$ cat config.mk
export PLATFORM = sky130hd
export DESIGN_NAME = logic_unit_pipe_flat
export DESIGN_NICKNAME = d
export VERILOG_FILES = /design/src/rtl/logic_unit_if.sv /design/src/rtl/logic_unit_pipe.sv /design/src/flat_wrapper.sv
export SDC_FILE = /design/constraint.sdc
export NUM_CORES = 1
export LEC_CHECK = 0
export CELL_PAD_IN_SITES_DETAIL_PLACEMENT = 0
export CELL_PAD_IN_SITES_GLOBAL_PLACEMENT = 1
export CORE_MARGIN = 1.5
export CORE_UTILIZATION = 23
export CTS_BUF_LIST = sky130_fd_sc_hd__clkbuf_4
export DETAILED_ROUTE_END_ITERATION = 8
export GPL_ROUTABILITY_DRIVEN = 0
export GPL_TIMING_DRIVEN = 0
export PLACE_DENSITY = 0.49
export SLEW_MARGIN = 20
export SYNTH_ARGS = -nofsm -noshare
export SYNTH_HDL_FRONTEND = slang
export SYNTH_SLANG_ARGS = --single-unit
$ cat constraint.sdc
create_clock -name clk -period 2.95 [get_ports clk]
set_clock_uncertainty 0.05 [all_clocks]
set_input_delay 0.7375 -clock clk [delete_from_list [all_inputs] [get_ports clk]]
set_output_delay 0.7375 -clock clk [all_outputs]
set_load 0.02 [all_outputs]
$ cat src/rtl/logic_unit_if.sv
// logic_unit_if: operand/result valid-ready bundle for logic_unit_pipe
interface logic_unit_if #(parameter int WIDTH = 8);
   logic in_valid, in_ready, acc_en, acc_clr, out_valid, out_ready, zero, ones, parity;
   logic [2:0] op;
   logic [WIDTH-1:0] a, b, result;
   modport master(output in_valid, op, acc_en, acc_clr, a, b, out_ready,
                  input in_ready, out_valid, result, zero, ones, parity);
   modport slave(input in_valid, op, acc_en, acc_clr, a, b, out_ready,
                 output in_ready, out_valid, result, zero, ones, parity);
endinterface

$ cat src/rtl/logic_unit_pipe.sv
// logic_unit_pipe: two-stage WIDTH-bit bitwise logic unit with accumulator chaining and result flags
module logic_unit_pipe #(parameter int WIDTH = 8) (
   input logic clk,
   input logic rst,
   logic_unit_if.slave io
);
   logic [WIDTH-1:0] acc, s1_res, op_b, res, result;
   logic s1_valid, out_valid, zero, ones, parity, accept, s2_load;
   assign s2_load = s1_valid && (!out_valid || io.out_ready);
   assign io.in_ready = !s1_valid || s2_load;
   assign accept = io.in_valid && io.in_ready;
   assign io.out_valid = out_valid;
   assign io.result = result;
   assign io.zero = zero;
   assign io.ones = ones;
   assign io.parity = parity;
   always_comb begin
      op_b = io.acc_en ? acc : io.b;
      case (io.op)
         3'd0: res = io.a & op_b;
         3'd1: res = io.a | op_b;
         3'd2: res = io.a ^ op_b;
         3'd3: res = ~(io.a & op_b);
         3'd4: res = ~(io.a | op_b);
         3'd5: res = ~(io.a ^ op_b);
         3'd6: res = ~io.a;
         default: res = io.a;
      endcase
   end
   // acc follows every accepted result so chained beats need no bubble
   always_ff @(posedge clk) begin
      if (rst) begin
         acc <= '0;
         s1_res <= '0;
         s1_valid <= 1'b0;
         out_valid <= 1'b0;
         result <= '0;
         zero <= 1'b1;
         ones <= 1'b0;
         parity <= 1'b0;
      end else begin
         if (accept) begin
            s1_res <= res;
            acc <= res;
         end else if (io.acc_clr) acc <= '0;
         s1_valid <= accept ? 1'b1 : (s2_load ? 1'b0 : s1_valid);
         out_valid <= s2_load ? 1'b1 : (io.out_ready ? 1'b0 : out_valid);
         if (s2_load) begin
            result <= s1_res;
            zero <= ~|s1_res;
            ones <= &s1_res;
            parity <= ^s1_res;
         end
      end
   end
endmodule

$ cat src/flat_wrapper.sv
// flat-port wrapper written by rule: the top's interface ports become plain ports
module logic_unit_pipe_flat 
#(parameter int WIDTH = 8)
  (clk, rst, io_in_valid, io_op, io_acc_en, io_acc_clr, io_a, io_b, io_out_ready, io_in_ready, io_out_valid, io_result, io_zero, io_ones, io_parity);
  logic_unit_if #(.WIDTH(WIDTH)) io_i ();
  input logic clk;
  input logic rst;
  input wire logic [$bits(io_i.in_valid)-1:0] io_in_valid;
  input wire logic [$bits(io_i.op)-1:0] io_op;
  input wire logic [$bits(io_i.acc_en)-1:0] io_acc_en;
  input wire logic [$bits(io_i.acc_clr)-1:0] io_acc_clr;
  input wire logic [$bits(io_i.a)-1:0] io_a;
  input wire logic [$bits(io_i.b)-1:0] io_b;
  input wire logic [$bits(io_i.out_ready)-1:0] io_out_ready;
  output wire logic [$bits(io_i.in_ready)-1:0] io_in_ready;
  output wire logic [$bits(io_i.out_valid)-1:0] io_out_valid;
  output wire logic [$bits(io_i.result)-1:0] io_result;
  output wire logic [$bits(io_i.zero)-1:0] io_zero;
  output wire logic [$bits(io_i.ones)-1:0] io_ones;
  output wire logic [$bits(io_i.parity)-1:0] io_parity;
  assign io_i.in_valid = io_in_valid;
  assign io_i.op = io_op;
  assign io_i.acc_en = io_acc_en;
  assign io_i.acc_clr = io_acc_clr;
  assign io_i.a = io_a;
  assign io_i.b = io_b;
  assign io_i.out_ready = io_out_ready;
  assign io_in_ready = io_i.in_ready;
  assign io_out_valid = io_i.out_valid;
  assign io_result = io_i.result;
  assign io_zero = io_i.zero;
  assign io_ones = io_i.ones;
  assign io_parity = io_i.parity;
  logic_unit_pipe #(.WIDTH(WIDTH)) u_core (.clk(clk), .rst(rst), .io(io_i));
endmodule
* Word level (Yosys, flattened, before mapping) *
Index checks and enable logic that the tools add are counted.

cells by class
  equality and inequality tests = 6
  muxes and demuxes = 8
  bitwise operators = 7
  reduce and logical (&&, ||, !) cells = 14

operators by type and width
  cell                                                              number
  8-bit case mux with 7 select lines                                1
  8-bit inverter                                                    4
  8-bit two-way mux                                                 3
  3-bit == test (second input constant)                             3
  8-bit AND                                                         1
  8-bit bitwise OR                                                  1
  8-bit AND reduction                                               1
  8-bit OR reduction                                                1
  8-bit XOR reduction                                               1
  8-bit bitwise XOR                                                 1
  3-bit by 2-bit == test with 1-bit output (second input constant)  2
  2-bit nonzero test                                                3
  1-bit two-way mux                                                 4
  3-bit by 1-bit == test with 1-bit output (second input constant)  1
  1-bit zero test                                                   3
  3-bit zero test                                                   1
  1-bit logical AND                                                 2
  1-bit logical OR                                                  2

storage, ports and cells
  bits in registers = 29
  input port bits = 25
  output and inout port bits = 13
  logic and storage cells = 43

* Logic depth before layout (Yosys ltp) *
  depth in word-level cells = 6
  gate-level depth with buffers = 8
  mapped depth without buffers = 7

* Least setup slack after synthesis *
OpenSTA, ideal clock, no wires.

  kind = in2reg
  start = input io_acc_en
  end = register u_core.s1_res[6]
  setup time = 0.058 ns
  data arrival time = 2.546 ns
  data required time = 2.842 ns
  path slack = 0.296 ns
  stages on the path = 7
  path buffers = 1
  cells stage by stage = clkbuf_1 mux2i_1 ha_1 mux2_4 a221o_1 a211oi_2 a21o_1

on the way
  cells in the longest elaborated chain, start to end = 4
  elaborated cells between the ends (all ways) = 8
  classes of those cells = 2 x mux; 6 x bitwise

ends and longest elaborated chain
  what                                             line                                                                 text
  from (decl)                                      flat_wrapper.sv:10                                                   input wire logic [$bits(io_i.acc_en)-1:0] io_acc_en;
  8-bit two-way mux *                              logic_unit_pipe.sv:18                                                op_b = io.acc_en ? acc : io.b;
  8-bit bitwise XOR, or another cell as far along  logic_unit_pipe.sv:22, logic_unit_pipe.sv:25
  8-bit inverter (on tied branches)                logic_unit_pipe.sv:25, logic_unit_pipe.sv:23, logic_unit_pipe.sv:24
  8-bit case mux with 7 select lines *             logic_unit_pipe.sv:19                                                case (io.op)
  to (signal assigned)                             logic_unit_pipe.sv:43                                                s1_res <= res;
  to (decl)                                        logic_unit_pipe.sv:7                                                 logic [WIDTH-1:0] acc, s1_res, op_b, res, result;

Every way passes the cells marked *; elsewhere a longest branch is shown, timed or not.
A chain may end at the register's enable or synchronous reset.

* Worst setup path after layout *
  start = input io_out_ready
  end = output io_in_ready

on the way
  cells in the longest elaborated chain, start to end = 3

ends and longest elaborated chain
  what               line                   text
  from (decl)        flat_wrapper.sv:14     input wire logic [$bits(io_i.out_ready)-1:0] io_out_ready;
  1-bit logical OR   logic_unit_pipe.sv:9   assign s2_load = s1_valid && (!out_valid || io.out_ready);
  1-bit logical AND  logic_unit_pipe.sv:9
  1-bit logical OR   logic_unit_pipe.sv:10  assign io.in_ready = !s1_valid || s2_load;
  to (decl)          flat_wrapper.sv:15     output wire logic [$bits(io_i.in_ready)-1:0] io_in_ready;

No other way between the ends.

==> metrics.txt <==
status finished, final reports clean; area of the core 9150 um2; fin worst setup slack 185 ps; Syn Inst Count approximately 260; Bufs on Longest Clock Path 2; Cell Int Power 0.654 mW; unrepaired setup endpoints after global routing false; residual DRC count 0; Max Clk Rate 362 MHz; synth top area cells dfxtp_1 (27%), ha_1 (14%), inv_1 (5.2%); critical path startpoint category input port; leak pwr 1.19 nW; Total Die Area ~10000 um2; Diodes inserted 0; min Tclk post-route approximately 2800 ps; CP Class in2out; Yosys top cell area share 0.269; Post-CTS Resized 0; hold path start u_core.acc[3]; CTS Hold Bufs 0; VDD IR max 114 uV; Critical R2R Launch u_core.acc[6]; Die Wd 99.9 um; Starting DRT DRC Count 38; crit-path max FO 2; Final Util 0.297; WL per Instance 14.2 um; CP Cell Sequence clkdlybuf4s50_1 -> nand3b_1 -> clkdlybuf4s50_1; clock slew seen by the registers of the worst setup and hold paths 90 ps; synth unique cells 47; post-synthesis register bit count 29; NumNets Final 350; CP endpoint kind output pin; hold slack 401 ps; clock share of power 0.236; wl on met1 3.04 mm; gr usage total 0.123; critical path's slowest cell clkdlybuf4s50_1; main flop type after synthesis dfxtp_1; setup TNS 0 ps; Clk Tree Root Cell clkbuf_4; overall power 0.953 mW; CTS tree yes; Area after DPL 2660 um2; worst slew pin tran approximately 650 ps; H-tree levels 2; final worst path period share 0.937; Layout Cells excl Fill 412; routed wl met3 193 um; largest net degree at the start of global routing 11; Avg Cell Area, Syn 8.41 um2; Top Metal Used met4; most frequent CP cell clkdlybuf4s50_1; Yosys top cell by area dfxtp_1; area grow syn2layout 25.7%; Hold Fails Final Rpt 0; Fill cells 1000; Post-synth EDFFs 0; layout cells sized above 1 0.0864; IO Port Bufs 36; Crit path largest cell delay about 620 ps; Worst-Skew Late Latency 310 ps; Initial Utilization 0.236; post-route ant nets 0; vias in the first global route 1963; Switching Fraction 0.314; Inst Count DP just over 400; post-route cell area 2720 um2; max-slew violations 0; Max Cap Violations 0; worst hold path class reg2reg; NetSw 0.299 mW; Vias around 1900; CP startpoint io_out_ready; total wire length 5.84 mm; first-pass iteration count of the detailed router 4; number of CTS-inserted buffers 5; Final setup viols 0; sequential share of power 0.459; HPWL Detailed 4.62 mm; Async SR Flop Fraction 0; antenna violations before repair 0; WP data required between 2000 and 2500 ps; logic gate share of total power 0.305; PwrDens 351 nW/um2; Setup WS pre-CTS -63.7 ps; sequential cell area fraction in the yosys report 0.269; I/O pin cnt 38; row count 35; met2 wire len 2.55 mm; first-pass GRT wire length 9.69 mm; remaining global-route overflow 0; Post-Syn Area 2160 um2; Synth Net Count between 300 and 400; worst path arrival time 1980 ps; clk sinks 29; Die Y about 100 um; Ys Warns 0; average via count per standard cell 4.63; setup bufs post-CTS 1; Rel. slew slack 0.568
## sequential cells by signal, summed over array words and instances, names as in the netlist
register	cells
u_core.acc	8
u_core.io.result	8
u_core.s1_res	8
u_core.io.ones	1
u_core.io.out_valid	1
u_core.io.parity	1
u_core.io.zero	1
u_core.s1_valid	1
## layout by cell type (no fill, tap or decap), types with 2 or more instances in the layout
cell type / count
nor4bb_1: 4
a22oi_1: 2
dfxtp_1: 29
a221oi_1: 6
o211ai_1: 5
a311oi_1: 2
nor2b_1: 11
nand2b_1: 8
nand3b_1: 2
clkdlybuf4s50_1: 36
inv_1: 30
a21o_1: 8
clkbuf_1: 5
o221a_1: 3
buf_2: 5
clkbuf_4: 6
nor4_1: 2
o21ai_0: 2
ha_1: 24
a32oi_1: 2
a211oi_1: 2
buf_4: 3
a21oi_1: 13
o21ai_1: 6
a211oi_2: 4
nand2_1: 23
and3b_1: 4
nor4b_1: 3
mux2i_1: 10
nor2_1: 9
mux2_2: 2
xnor2_1: 2
nand4_1: 2
nand3_1: 10
## final cells by class
| class | instances | area [um2] | area share |
|---|---|---|---|
| clock inverter | 1 | 3.75 | 0.00138 |
| buffer | 14 | 73.8 | 0.0272 |
| sequential | 29 | 581 | 0.214 |
| multi-input combinational | 183 | 1390 | 0.512 |
| timing repair buffer | 37 | 368 | 0.135 |
| tap | 111 | 139 | 0.0511 |
| inverter | 31 | 116 | 0.0428 |
| clock buffer | 6 | 45.0 | 0.0166 |
## worst max-delay path: cells and delay by family
family | cells | cell delay (ps)
buffers and inverters | 2 | 1080
AND/OR/NAND/NOR | 1 | 150
## power by group through the flow
stage	clock [mW]	combinational [mW]	sequential [mW]
floorplan	0	0.184	0.449
global placement	0	0.297	0.447
detailed placement	0	0.292	0.447
CTS	0.234	0.295	0.438
global route	0.260	0.327	0.442
finish	0.225	0.291	0.437
## per-layer routing
metal	vias up	global-route usage
met4	0	0.0293
li1	996	-
met3	4	0.0202
met5	-	0
met1	881	0.174
met2	28	0.197
## cells in the mapped netlist, types with 8 or more instances
library cell / number
ha_1: 24
nand3_1: 10
nand2_1: 23
nand2b_1: 8
inv_1: 30
a21oi_1: 13
nor2b_1: 11
nor2_1: 9
mux2i_1: 10
a21o_1: 8
dfxtp_1: 29
## path summary, 6_finish.rpt
kind / endpoint / slack, ps / cells past startpoint
worst max-delay path: io_in_ready / 180 / 3
worst min-delay path: u_core.acc[3] / 400 / 2
worst min register to register: u_core.acc[3] / 400 / 2
worst max register to register: u_core.acc[6] / 1080 / 6
## cells by family (layout without fill, tap and decap cells)
logic type      after synthesis  in the layout  share of synthesized area
simple gates                 83             83                      0.219
buf+inv                      45             89                     0.0880
flops                        29             29                      0.269
mux                          14             14                     0.0689
xor+xnor                      3              3                     0.0122
fa+ha+maj                    24             24                      0.139
compound gates               59             59                      0.204
(Power assumes the default switching activity.)
